`src/rtl/rv32i_pkg.sv`:
```
// rv32i shared types, opcodes and decode helpers
// for the issue controller and its scoreboard
package rv32i_pkg;

  localparam int NREGS = 32;

  typedef logic [31:0] rv32_inst_t;

  typedef enum logic [1:0] {
    UNIT_ALU    = 2'd0,
    UNIT_MEM    = 2'd1,
    UNIT_BRANCH = 2'd2,
    UNIT_SYS    = 2'd3
  } rv32i_unit_t;

  typedef enum logic [1:0] {
    ST_EMPTY,
    ST_STALL,
    ST_VALID
  } issue_state_t;

  localparam logic [6:0] OPC_OP     = 7'b0110011;
  localparam logic [6:0] OPC_IMM    = 7'b0010011;
  localparam logic [6:0] OPC_LOAD   = 7'b0000011;
  localparam logic [6:0] OPC_STORE  = 7'b0100011;
  localparam logic [6:0] OPC_BRANCH = 7'b1100011;
  localparam logic [6:0] OPC_JAL    = 7'b1101111;
  localparam logic [6:0] OPC_JALR   = 7'b1100111;
  localparam logic [6:0] OPC_LUI    = 7'b0110111;
  localparam logic [6:0] OPC_AUIPC  = 7'b0010111;
  localparam logic [6:0] OPC_SYSTEM = 7'b1110011;
  localparam logic [6:0] OPC_FENCE  = 7'b0001111;

  typedef struct packed {
    logic [6:0] funct7;
    logic [4:0] rs2;
    logic [4:0] rs1;
    logic [2:0] funct3;
    logic [4:0] rd;
    logic [6:0] opcode;
    logic       decode_error;
  } rv32_fields_t;

  typedef struct packed {
    logic        rs1;
    logic        rs2;
    logic        rd;
    logic        drain;
    rv32i_unit_t unit;
  } rv32_usage_t;

  function automatic logic rv32_is_known(input logic [6:0] op);
    return op inside {OPC_OP, OPC_IMM, OPC_LOAD, OPC_STORE,
                      OPC_BRANCH, OPC_JAL, OPC_JALR, OPC_LUI,
                      OPC_AUIPC, OPC_SYSTEM, OPC_FENCE};
  endfunction

  function automatic rv32_usage_t rv32_get_usage(
    input logic [6:0] op,
    input logic [2:0] f3
  );
    rv32_usage_t u;
    u = '{1'b0, 1'b0, 1'b0, 1'b0, UNIT_SYS};
    unique case (1'b1)
      op == OPC_OP:     u = '{1'b1, 1'b1, 1'b1, 1'b0, UNIT_ALU};
      op == OPC_IMM:    u = '{1'b1, 1'b0, 1'b1, 1'b0, UNIT_ALU};
      op == OPC_LUI,
      op == OPC_AUIPC:  u = '{1'b0, 1'b0, 1'b1, 1'b0, UNIT_ALU};
      op == OPC_LOAD:   u = '{1'b1, 1'b0, 1'b1, 1'b0, UNIT_MEM};
      op == OPC_STORE:  u = '{1'b1, 1'b1, 1'b0, 1'b0, UNIT_MEM};
      op == OPC_JAL:    u = '{1'b0, 1'b0, 1'b1, 1'b0, UNIT_BRANCH};
      op == OPC_JALR:   u = '{1'b1, 1'b0, 1'b1, 1'b0, UNIT_BRANCH};
      op == OPC_BRANCH: u = '{1'b1, 1'b1, 1'b0, 1'b0, UNIT_BRANCH};
      op == OPC_SYSTEM: u = '{!f3[2] && (f3[1:0] != 2'b00), 1'b0,
                              f3[1:0] != 2'b00, 1'b1, UNIT_SYS};
      op == OPC_FENCE:  u = '{1'b0, 1'b0, 1'b0, 1'b1, UNIT_SYS};
      default: ;
    endcase
    return u;
  endfunction

  function automatic rv32_fields_t rv32_get_fields(input rv32_inst_t i);
    rv32_fields_t f;
    f.funct7       = i[31:25];
    f.rs2          = i[24:20];
    f.rs1          = i[19:15];
    f.funct3       = i[14:12];
    f.rd           = i[11:7];
    f.opcode       = i[6:0];
    f.decode_error = !rv32_is_known(i[6:0]);
    return f;
  endfunction

endpackage

```
`src/rtl/rv32i_scoreboard.sv`:
```
// rv32i register scoreboard: outstanding-write bits
// issue set beats writeback clear; sticky wb_error
module rv32i_scoreboard
  import rv32i_pkg::*;
(
  input  logic             clk,
  input  logic             rst,
  input  logic             set_en,
  input  logic [4:0]       set_rd,
  input  logic             wb_valid,
  input  logic [4:0]       wb_rd,
  output logic [NREGS-1:0] busy,
  output logic             wb_error
);

  logic [NREGS-1:0] busy_nxt;
  logic             wb_bad;
  logic             wb_hit;

  // next busy vector: clear first, then set so the set wins
  always_comb begin
    busy_nxt = busy;
    wb_hit   = set_en && (set_rd == wb_rd);
    wb_bad   = wb_valid &&
               ((wb_rd == 5'd0) || (!busy[wb_rd] && !wb_hit));
    if (wb_valid && !wb_bad) busy_nxt[wb_rd] = 1'b0;
    if (set_en) busy_nxt[set_rd] = 1'b1;
    busy_nxt[0] = 1'b0;
  end

  // scoreboard state and sticky error
  always_ff @(posedge clk or posedge rst) begin
    if (rst) begin
      busy     <= '0;
      wb_error <= 1'b0;
    end else begin
      busy <= busy_nxt;
      if (wb_bad) wb_error <= 1'b1;
    end
  end

endmodule

```
`src/rtl/rv32i_issue_controller.sv`:
```
// rv32i single-entry issue stage with hazard screen
// holds one instruction until its operands are clear
module rv32i_issue_controller
  import rv32i_pkg::*;
(
  input  logic         clk,
  input  logic         rst,
  input  logic         inst_valid,
  output logic         inst_ready,
  input  logic [31:0]  inst_data,
  output logic         issue_valid,
  input  logic         issue_ready,
  output rv32_fields_t issue_fields,
  output rv32i_unit_t  issue_unit,
  input  logic         wb_valid,
  input  logic [4:0]   wb_rd,
  input  logic         flush,
  output logic [31:0]  busy,
  output logic         wb_error
);

  issue_state_t state;
  issue_state_t state_nxt;
  rv32_usage_t  use_q;
  logic         hazard;
  logic         accept;
  logic         fire;
  logic         set_en;

  assign issue_unit = use_q.unit;

  // hazard screen against registered busy, plus handshakes
  always_comb begin
    hazard = (use_q.rs1 && busy[issue_fields.rs1]) ||
             (use_q.rs2 && busy[issue_fields.rs2]) ||
             (use_q.rd && busy[issue_fields.rd]) ||
             (use_q.drain && (busy != '0));
    issue_valid = (state == ST_VALID) ||
                  ((state == ST_STALL) && !hazard);
    inst_ready = !rst && !flush &&
                 ((state == ST_EMPTY) ||
                  (issue_valid && issue_ready));
    accept = inst_ready && inst_valid;
    fire   = issue_valid && issue_ready && !flush;
    set_en = fire && use_q.rd && (issue_fields.rd != 5'd0);
  end

  // next state: flush, then accept, then issue, then unstall
  always_comb begin
    state_nxt = state;
    if (flush) state_nxt = ST_EMPTY;
    else if (accept) state_nxt = ST_STALL;
    else if (fire) state_nxt = ST_EMPTY;
    else if ((state == ST_STALL) && !hazard) state_nxt = ST_VALID;
  end

  // state register
  always_ff @(posedge clk or posedge rst) begin
    if (rst) state <= ST_EMPTY;
    else state <= state_nxt;
  end

  // holding register loads only on accept
  always_ff @(posedge clk or posedge rst) begin
    if (rst) begin
      issue_fields <= '0;
      use_q        <= '0;
    end else if (accept) begin
      issue_fields <= rv32_get_fields(inst_data);
      use_q <= rv32_get_usage(inst_data[6:0], inst_data[14:12]);
    end
  end

  rv32i_scoreboard u_sb (
    .clk      (clk),
    .rst      (rst),
    .set_en   (set_en),
    .set_rd   (issue_fields.rd),
    .wb_valid (wb_valid),
    .wb_rd    (wb_rd),
    .busy     (busy),
    .wb_error (wb_error)
  );

endmodule

```
`config.mk`:
```
export PLATFORM = sky130hd
export DESIGN_NAME = rv32i_issue_controller
export DESIGN_NICKNAME = d
export VERILOG_FILES = /design/src/rtl/rv32i_pkg.sv /design/src/rtl/rv32i_scoreboard.sv /design/src/rtl/rv32i_issue_controller.sv
export SDC_FILE = /design/constraint.sdc
export NUM_CORES = 1
export LEC_CHECK = 0
export ABC_AREA = 1
export CAP_MARGIN = 30
export CORE_ASPECT_RATIO = 0.75
export CORE_MARGIN = 5
export CORE_UTILIZATION = 57
export DETAILED_ROUTE_END_ITERATION = 10
export PLACE_DENSITY = 0.91
export SETUP_SLACK_MARGIN = 0.2
export SYNTH_ARGS = -nofsm -noshare
export SYNTH_HDL_FRONTEND = slang
export SYNTH_HIERARCHICAL = 1
export SYNTH_SLANG_ARGS = --single-unit
```
`constraint.sdc`:
```
create_clock -name clk -period 4.5 [get_ports clk]
set_input_delay 0.9 -clock clk [delete_from_list [all_inputs] [get_ports clk]]
set_output_delay 0.9 -clock clk [all_outputs]
set_load 0.005 [all_outputs]
```
==> metrics <==
crit share post-route 85.1%; CP Launch Type flip-flop; Final Skew 0.00665 ns; Setup Fix Bufs, Post-CTS 0; area leader, netlist dfrtp_1; count leader, synth nand2_1; all-layer global routing usage 32.7%; hold_buf cts 0; Die H 95.2 um; async set or reset register ratio after synthesis 100%; Synth Instances roughly 860; Cell Pwr Density about 370 nW/um2; share of cells above drive strength 1 5.17%; H-tree Lvls 3; sequential fraction of the synthesis area 33.1%; Netlist cell types 33; Worst R2R Setup Slack 0.84 ns; ys flop type dfrtp_1; drt initial violations roughly 950; Root Buffer clkbuf_16; HPWL Detailed between 10 and 15 mm; ant diodes 0; Starting Density slightly below 60%; first-pass GRT wire length 30.0 mm; RSZ-0062 raised after global routing false; CP max FO 24; area of the core 9540 um2; CTS resizes 0; Critical Path Start issue_fields[8]$_DFFE_PP0P_; Fmax about 0.26 GHz; Synth top area share approximately a third; final non-filler cell total 1080; ANT nets after route 0; crit end category output port; Max-slew headroom 36.8%; Routed WL 19.2 mm; PortBufs between 100 and 150; Reg-to-Reg Start issue_fields[8]$_DFFE_PP0P_; Min-Delay Startpoint u_sb/wb_error$_DFFE_PP0P_; post-route minimum period approximately 3.8 ns; clock sinks 73; die width 124 um; Post-route DRC 0; syn avg cell area 6.43 um2; CP Data Required Time between 3 and 4 ns; outcome completed; CTS tree built; Power, Total 0.00254 W; largest net degree at the start of global routing 41; Yosys warning count 6; Least-Margin Pin Slew 0.944 ns; peak supply drop roughly 0.26 mV; Area Overhead vs Synth 24.9%; setup TNS 0 ns; max-cap violations 0; Ports 113; top post-synthesis cells by count 350 x nand2_1, 116 x nand3_1, 80 x nand4_1; leakage dissipation ~3.3 nW; Worst-path clk slew 0.06 ns; syn nets 901; total grt overflow 0; DR WL/cell approximately 18 um; post-layout util 72.2%; Die Area 11800 um2; clock buffer depth 2; DR pass1 iterations 8; fillers roughly 840; final RePlAce weighted congestion 1.05; initial antenna violation count 0; # placed instances between 1000 and 1500; total number of vias approximately 6500; clk_lat worst skew 0.33 ns; # setup viols final 0; Synth Register Bits 73; Final Hold Viols 0; Cell Area, Placed 6540 um2; Setup CP Type flip-flop to output port; final instance area 6890 um2; Synth area leaders dfrtp_1 33%, nand2_1 24%, nand3_1 11%; Hold Path Class flip-flop to flip-flop; row count 31; vias per cell 6.01; Max Slew Vio Count 0; cts bufs inserted 9; synthesized area 5520 um2; vias in the first global route 5542; Data arrival, critical path 2.93 ns; Post-synth EDFFs 0; Total Nets Final 986
==> cells in the final DEF, fill, tap and decap left out <==
cell | netlist | layout
a21boi_0 | 18 | 18
a21o_1 | 1 | 1
a21oi_1 | 7 | 7
buf_4 | 12 | 11
bufinv_16 | 0 | 3
clkbuf_1 | 10 | 1
clkbuf_16 | 0 | 9
clkbuf_8 | 0 | 1
clkdlybuf4s50_1 | 0 | 111
clkinv_2 | 0 | 1
clkinvlp_4 | 0 | 1
conb_1 | 1 | 1
dfrtp_1 | 73 | 73
inv_1 | 65 | 65
inv_2 | 7 | 7
inv_4 | 2 | 2
nand2_1 | 350 | 350
nand2_2 | 2 | 2
nand2_4 | 2 | 2
nand3_1 | 116 | 116
nand3_2 | 2 | 2
nand3_4 | 1 | 1
nand3b_1 | 2 | 2
nand4_1 | 80 | 80
nor2_1 | 37 | 36
nor2_2 | 3 | 4
nor3_1 | 14 | 14
nor3_2 | 1 | 1
o2111ai_1 | 1 | 1
o211ai_1 | 1 | 1
o21a_1 | 7 | 7
o21ai_0 | 12 | 12
o21ai_1 | 2 | 2
o21bai_1 | 1 | 1
o21bai_4 | 1 | 1
or2_2 | 1 | 1
==> worst paths after layout <==
kind / cells after the start / to
setup reg to reg: 26 / u_sb/busy[15]$_DFF_PP0_
hold / removal: 1 / u_sb/wb_error$_DFFE_PP0P_
max in group asynchronous: 3 / issue_fields[28]$_DFFE_PP0P_
hold reg to reg: 1 / u_sb/wb_error$_DFFE_PP0P_
min in group asynchronous: 2 / issue_fields[8]$_DFFE_PP0P_
setup / recovery: 15 / inst_ready
==> routing by layer <==
layer	wire length [um]	GRT usage, %
met1	7870	48.2
met2	8000	45.2
met3	2940	12.0
met4	390	7.47
met5	0	0
==> logic make-up after synthesis <==
logic type	after synthesis	share of synthesized area (%)
AO/OA/AOI/OAI	51	6.21
AND/OR/NAND/NOR	611	49.4
flip-flops	73	33.1
other	1	0.0680
buffers and inverters	122	11.2
==> per-stage QoR <==
stage	setup slack [ns]	hold slack [ns]
4_1_cts	0.681	0.457
5_1_grt	0.396	0.469
3_3_place_gp	1.12	0.442
2_1_floorplan	1.72	0.442
6_report	0.672	0.455
3_5_place_dp	0.937	0.444
==> critical path, stage by stage, from the launching register on <==
cell	delay (ns)
dfrtp_1	0.83
inv_4	0.19
nand2_1	0.10
nand3_1	0.08
nand3_1	0.10
nand2_1	0.06
nand2_1	0.05
nand2_1	0.05
inv_2	0.04
nand2_1	0.04
nand2_1	0.07
nand2_2	0.07
o21bai_4	0.14
nand2_4	0.08
a21boi_0	0.15
clkdlybuf4s50_1	0.53
==> flip-flops by register name, summed over array words and instances, names as in the netlist <==
| register | flops |
|---|---|
| state | 2 |
| u_sb/busy | 31 |
| issue_fields | 33 |
| use_q | 4 |
| u_sb/wb_error | 1 |
| issue_unit | 2 |
==> report_power, final <==
part,switching [W],internal (W)
Clock,0.000275,0.000556
Combinational,0.000422,0.000364
Sequential,0.000170,0.000749
Total,0.000867,0.00167
==> layout make-up <==
| class | count | area [um2] | area share [%] |
|---|---|---|---|
| Timing Repair Buffer | 122 | 1190 | 17.3 |
| Clock buffer | 11 | 243 | 3.52 |
| Inverter | 74 | 283 | 4.10 |
| Multi-Input combinational cell | 663 | 3080 | 44.6 |
| Clock inverter | 5 | 103 | 1.49 |
| Tap cell | 132 | 165 | 2.40 |
| Sequential cell | 73 | 1830 | 26.5 |
(Power assumes the default switching activity.)
